[config.mk]
export PLATFORM = sky130hd
export DESIGN_NAME = bch_chien_search
export DESIGN_NICKNAME = d
export VERILOG_FILES = /design/src/rtl/bch_chien_search_pkg.sv /design/src/rtl/bch_chien_search_cell.sv /design/src/rtl/bch_chien_search.sv
export SDC_FILE = /design/constraint.sdc
export NUM_CORES = 1
export LEC_CHECK = 0
export BUFFER_PORTS_ARGS = -buffer_cell sky130_fd_sc_hd__buf_4
export CAP_MARGIN = 15
export CORE_MARGIN = 5
export CORE_UTILIZATION = 45
export CTS_CLUSTER_DIAMETER = 30
export CTS_CLUSTER_SIZE = 10
export DETAILED_ROUTE_END_ITERATION = 16
export HOLD_SLACK_MARGIN = 0.15
export PLACE_DENSITY = 0.68
export SYNTH_ARGS = -nofsm -noshare
export SYNTH_HDL_FRONTEND = slang
export SYNTH_SLANG_ARGS = --single-unit
export TNS_END_PERCENT = 1
[constraint.sdc]
create_clock -name iclk -period 1.75 [get_ports iclk]
set_clock_uncertainty 0.2 [all_clocks]
set_input_delay 0.0875 -clock iclk [delete_from_list [all_inputs] [get_ports iclk]]
set_output_delay 0.0875 -clock iclk [all_outputs]
set_load 0.05 [all_outputs]
[src/rtl/bch_chien_search_pkg.sv]
// Shared BCH parameter set, types and GF(2^m) helpers for the Chien search slice.
package bch_chien_search_pkg;

    localparam int unsigned M        = 4;
    localparam int unsigned D        = 7;
    localparam int unsigned N        = 15;
    localparam int unsigned IRRPOL   = 19;
    localparam int unsigned T        = (D - 1) / 2;
    localparam int unsigned GfOrder  = (1 << M) - 1;
    localparam int unsigned PtrW     = 4;
    localparam int unsigned ErrNumW  = $clog2(T + 2);
    localparam int unsigned PosW     = $clog2(N);

    typedef logic [M-1:0]       data_t;
    typedef logic [PtrW-1:0]    ptr_t;
    typedef logic [ErrNumW-1:0] err_num_t;
    typedef logic [PosW-1:0]    pos_t;

    typedef enum logic [0:0] {
        StWait,
        StSearch
    } state_t;

    // Generator polynomial with the implicit x^m term dropped.
    localparam data_t    PolyLow   = data_t'(IRRPOL);
    localparam err_num_t ErrNumMax = err_num_t'(T + 1);

    function automatic data_t gf_mult(data_t a, data_t b);
        data_t acc;
        data_t sh;
        acc = '0;
        sh  = a;
        for (int unsigned i = 0; i < M; i++) begin
            if (b[i]) begin
                acc = acc ^ sh;
            end
            sh = {sh[M-2:0], 1'b0} ^ (sh[M-1] ? PolyLow : '0);
        end
        return acc;
    endfunction

    function automatic data_t gf_pow(int unsigned e);
        data_t r;
        r = data_t'(1);
        for (int unsigned k = 0; k < GfOrder; k++) begin
            if (k < (e % GfOrder)) begin
                r = gf_mult(r, data_t'(2));
            end
        end
        return r;
    endfunction

endpackage

[src/rtl/bch_chien_search_cell.sv]
// One Chien term: holds lambda_i * alpha^(-i(n-1)) at load, multiplies by alpha^i per step.
module bch_chien_cell
    import bch_chien_search_pkg::*;
#(
    parameter int unsigned Idx = 0
) (
    input  logic  iclk,
    input  logic  ireset,
    input  logic  iclkena,
    input  logic  iload,
    input  logic  istep,
    input  data_t icoef,
    output data_t oterm
);

    // Start at position n-1 so the first evaluation covers the MSB of the codeword.
    localparam int unsigned InitExp  = (GfOrder - (Idx * (N - 1)) % GfOrder) % GfOrder;
    localparam data_t       InitMult = gf_pow(InitExp);
    localparam data_t       StepMult = gf_pow(Idx % GfOrder);

    data_t term_q;

    always_ff @(posedge iclk or posedge ireset) begin
        if (ireset) begin
            term_q <= '0;
        end else if (iclkena) begin
            if (iload) begin
                term_q <= gf_mult(icoef, InitMult);
            end else if (istep) begin
                term_q <= gf_mult(term_q, StepMult);
            end
        end
    end

    assign oterm = term_q;

endmodule

[src/rtl/bch_chien_search.sv]
// Chien search: evaluates the error locator at alpha^-p for p = n-1 down to 0, one per clock.
module bch_chien_search
    import bch_chien_search_pkg::*;
(
    input  logic     iclk,
    input  logic     ireset,
    input  logic     iclkena,
    input  logic     iloc_poly_val,
    input  data_t    iloc_poly [0:T],
    input  ptr_t     iloc_poly_ptr,
    input  logic     iloc_decfail,
    output logic     obusy,
    output logic     osop,
    output logic     oval,
    output logic     oeop,
    output logic     oerr,
    output ptr_t     optr,
    output err_num_t oerr_num,
    output logic     odecfail
);

    state_t   state_q;
    pos_t     pos_q;
    err_num_t root_cnt_q;
    err_num_t deg_q;
    logic     decfail_q;
    logic     lam0_zero_q;

    data_t    terms [0:T];
    data_t    term_sum;
    err_num_t deg_d;
    err_num_t root_cnt_d;
    logic     load;
    logic     step;
    logic     last;
    logic     hit;
    logic     decfail_d;

    // obusy also covers the oeop cycle, which is what drops a strobe coincident with oeop.
    assign load = iloc_poly_val && (state_q == StWait) && !obusy;
    assign step = (state_q == StSearch);
    assign last = (pos_q == pos_t'(N - 1));

    for (genvar gi = 0; gi <= T; gi++) begin : g_cell
        bch_chien_cell #(
            .Idx (gi)
        ) u_cell (
            .iclk    (iclk),
            .ireset  (ireset),
            .iclkena (iclkena),
            .iload   (load),
            .istep   (step),
            .icoef   (iloc_poly[gi]),
            .oterm   (terms[gi])
        );
    end

    always_comb begin
        term_sum = '0;
        for (int unsigned i = 0; i <= T; i++) begin
            term_sum = term_sum ^ terms[i];
        end
    end

    assign hit = (term_sum == '0);

    always_comb begin
        deg_d = '0;
        for (int unsigned i = 1; i <= T; i++) begin
            if (iloc_poly[i] != '0) begin
                deg_d = err_num_t'(i);
            end
        end
    end

    assign root_cnt_d = (hit && (root_cnt_q != ErrNumMax)) ? root_cnt_q + 1'b1 : root_cnt_q;
    assign decfail_d  = decfail_q || (root_cnt_d != deg_q) || lam0_zero_q;

    always_ff @(posedge iclk or posedge ireset) begin
        if (ireset) begin
            state_q     <= StWait;
            pos_q       <= '0;
            root_cnt_q  <= '0;
            deg_q       <= '0;
            decfail_q   <= 1'b0;
            lam0_zero_q <= 1'b0;
            obusy       <= 1'b0;
            osop        <= 1'b0;
            oval        <= 1'b0;
            oeop        <= 1'b0;
            oerr        <= 1'b0;
            oerr_num    <= '0;
            odecfail    <= 1'b0;
        end else if (iclkena) begin
            osop <= 1'b0;
            oval <= 1'b0;
            oeop <= 1'b0;
            oerr <= 1'b0;
            if (oeop) begin
                obusy <= 1'b0;
            end
            unique case (state_q)
                StWait: begin
                    if (load) begin
                        state_q     <= StSearch;
                        obusy       <= 1'b1;
                        pos_q       <= '0;
                        root_cnt_q  <= '0;
                        deg_q       <= deg_d;
                        decfail_q   <= iloc_decfail;
                        lam0_zero_q <= (iloc_poly[0] == '0);
                    end
                end
                StSearch: begin
                    oval       <= 1'b1;
                    osop       <= (pos_q == '0);
                    oeop       <= last;
                    oerr       <= hit;
                    root_cnt_q <= root_cnt_d;
                    pos_q      <= pos_q + 1'b1;
                    if (last) begin
                        state_q  <= StWait;
                        oerr_num <= root_cnt_d;
                        odecfail <= decfail_d;
                    end
                end
                default: state_q <= StWait;
            endcase
        end
    end

    // Pointer is pure payload; it is always written before it is observed.
    always_ff @(posedge iclk) begin
        if (iclkena && load) begin
            optr <= iloc_poly_ptr;
        end
    end

endmodule

==> results.md <==
- Synth top area cells: dfrtp_1 (42%), nand2_1 (6.4%), edfxtp_1 (5.5%)
- Nets@finish: 350
- Place WS: -0.217 ns
- Via count: 1,910
- End of the worst register-to-register path: odecfail$_DFFE_PP0P_
- Routed WL per cell: 13.9 um
- Antenna diodes: 0
- Area share of the leading cell type in the synthesized netlist: 42.5%
- Final worst slack: -0.0755 ns
- Hold endpoint: pos_q[0]$_DFFE_PP0P_
- R2R Setup Slk: -0.08 ns
- Status: complete, but fails checks
- DR pass1 iterations: 4
- Slew HR: 68.8%
- Syn Inst Count: 220
- Area delta synth->final: 49.5%
- HPWL Detailed: 3770 um
- DR WL met2: about 2800 um
- Remaining antenna violation count after routing: 0
- Vert. Die Dim: 79.6 um
- Async SR Flop Fraction: between 90% and 100%
- Synthesized flop and latch total: 41
- Worst Path Required: about 1.7 ns
- CTS Buf Count: 5
- Initial core utilization: ~46%
- Gpl congestion: 0.804
- Sw Share: 40.3%
- Post-DR vias/cell: 4.95
- CP Launch Type: flop
- CP max stage delay: 0.39 ns
- # port buffers: 37
- First-pass GRT wire length: 8870 um
- Syn_nets: ~250
- Clk sink count: between 40 and 50
- Sequential power share: 31.8%
- Critical path's slowest cell: dfrtp_1
- Cell Area, Synth: 2180 um2
- Num rows: 25
- Total GRT Usage: 18.2%
- Core area: 4720 um2
- Cell Pwr Density: 1560 nW/um2
- Comb pwr share: 56.2%
- Setup_tns: -0.350 ns
- IO Count: 38
- Die Wd: 79.6 um
- Hold Crit Depth: 5
- Remaining routing DRC violations: 0
- Worst-Margin Slew: 0.465 ns
- Clock power share: 12.0%
- Mean area per synthesized cell: 9.91 um2
- Clk pin slew, worst setup/hold paths: 0.08 ns
- Post-synthesis cell type count: 38
- CP endpoint kind: flop
- Cell Chain, Critical Path: xor2_1, xnor2_1, buf_4, nand4_4, a21oi_4, a21o_1, a41oi_2
- Met1 WL: 2270 um
- Peak VDD IR: 0.000909 V
- Switch Pwr: 0.00205 W
- Largest net degree at the start of global routing: 20
- RSZ-0062 raised after global routing: yes
- Fin crit period: 1.83 ns
- Most common flop cell mapped by yosys: dfrtp_1
- RR Startpoint: g_cell[0].u_cell.oterm[2]$_DFFE_PP0P_
- Clk buf depth: 2
- Crit path arrival time: 1.80 ns
- Fin. Hold Viols: 0
- Top Family by Delay on Critical Path: compound AO/OA/AOI/OAI gates
- Routed wl met3: 169 um
- CTS tree: built
- Hold_sp: iclkena
- Grt ovf: 0
- Worst Hold Class: in -> reg
- # setup viols final: 10
- Die area: 6340 um2
- Yosys warns: 0
- Failing checks: setup timing
- Initial antenna violation count: 0
- Worst R2R Path Depth: 7
- H-tree lvl count: 2
- DR iter-0 viols: between 60 and 70
- Worst path bufs/invs: 1
- Vias in the first global route: 1,960
- Peak Freq: about 550 MHz
- Synth top cells by count: dfrtp_1 (37), nand2_1 (37), o21ai_0 (21), inv_1 (15), xnor2_1 (13)
- CP Max Fanout: 5
- Dominant cell type by area after synthesis: dfrtp_1
- Final hold slack: 0.139 ns
- Final period util: 104%
- Critical path type: reg -> reg
- Clk Latency, worst-skew pair: 0.30 ns
- Number of enable flip-flop cells after synthesis: 4
- Layout cells sized above 1: 32.6%
- Fillers: around 370
- Drt total wl: 5360 um
- MaxCap Viol Count: 0
- P_leak: 1.50 nW
- DR top layer: met4
- Sequential element share of the synthesized area: between 40% and 50%
- Final Slew Violations: 0
- Internal Pwr Total: ~0.003 W
- Root buf cell: clkbuf_8
metal layers:
metal	global-route usage [%]	vias up
met5	0	-
met2	32.9	31
li1	-	941
met3	3.72	11
met4	6.53	0
met1	21.0	927
flip-flops by register name, summed over array words and instances, names as in the netlist:
name / count
g_cell.u_cell.oterm: 16
obusy: 1
oval: 1
state_q: 1
oerr: 1
osop: 1
oerr_num: 3
optr: 4
odecfail: 1
lam0_zero_q: 1
root_cnt_q: 3
decfail_q: 1
deg_q: 2
oeop: 1
pos_q: 4
worst max-delay path by stage:
| stage | slack (ns) | to | startpoint | cells after the start |
|---|---|---|---|---|
| after floorplan | -0.05 | odecfail$_DFFE_PP0P_ | g_cell[1].u_cell.oterm[3]$_DFFE_PP0P_ | 6 |
| after global placement | -0.11 | odecfail$_DFFE_PP0P_ | g_cell[3].u_cell.oterm[0]$_DFFE_PP0P_ | 6 |
| after detailed placement | -0.22 | odecfail$_DFFE_PP0P_ | g_cell[3].u_cell.oterm[0]$_DFFE_PP0P_ | 6 |
| after CTS | -0.04 | odecfail$_DFFE_PP0P_ | g_cell[3].u_cell.oterm[0]$_DFFE_PP0P_ | 6 |
| after global routing | -0.17 | odecfail$_DFFE_PP0P_ | g_cell[0].u_cell.oterm[2]$_DFFE_PP0P_ | 7 |
| final | -0.08 | odecfail$_DFFE_PP0P_ | g_cell[0].u_cell.oterm[2]$_DFFE_PP0P_ | 7 |
through the flow:
stage	instance area (um2)	cells	util (%)	total power, W
after CTS	3170	383	67.2	0.00497
after detailed placement	2720	343	57.6	0.00399
after floorplan	2190	220	-	0.00323
final	3260	386	69.0	0.00508
after global placement	2720	343	57.6	0.00392
after global routing	3260	386	69.0	0.00541
worst min-delay path, cell delays in order:
cell and delay (ns):
buf_4 0.11, and2_4 0.17, nor2_2 0.08, nand2_1 0.07, o21ai_0 0.07
power groups by stage:
stage,registers (W),logic [W],clock network (W)
finish,0.00161,0.00286,0.000611
global placement,0.00157,0.00235,0
CTS,0.00160,0.00275,0.000626
floorplan,0.00177,0.00145,0
detailed placement,0.00159,0.00240,0
global route,0.00167,0.00309,0.000657
timing repair:
item                                    4_1_cts  5_1_grt
endpoints found under the hold margin        69       10
resized for setup                            12       16
pin swaps                                    10        2
hold buffers                                 29        3
endpoints found under the setup margin        7       41
buffers inserted                              3        0
cell type report:
class                           instances  area (um2)  area share, %
Inverter                               15        56.3           1.73
Clock inverter                          2        10.0          0.307
Tap cell                               67        83.8           2.57
Sequential cell                        41        1050           32.1
Multi-Input combinational cell        157        1150           35.2
Clock buffer                            6        72.6           2.23
Timing Repair Buffer                   98         841           25.8
placed cells by master (no fill, tap or decap), types with 5 or more instances in the layout:
cell / n
a21oi_1: 10
buf_4: 63
clkbuf_8: 5
dfrtp_1: 36
dlygate4sd3_1: 30
ha_1: 7
inv_1: 14
mux2_2: 6
mux2i_1: 7
nand2_1: 37
nor2_1: 9
o21ai_0: 17
o21ai_1: 5
xnor2_1: 8
xnor2_2: 7
xor2_1: 8
cell families (layout without fill, tap and decap cells):
group / after synthesis / after routing / synth area share [%]
flops: 41 / 41 / 48.0
xor+xnor: 24 / 24 / 10.3
compound gates: 43 / 43 / 11.5
simple gates: 70 / 70 / 15.7
buf+inv: 22 / 121 / 4.13
mux: 13 / 13 / 6.31
fa+ha+maj: 7 / 7 / 4.02
Note: power is estimated with default switching activity, not from simulation.
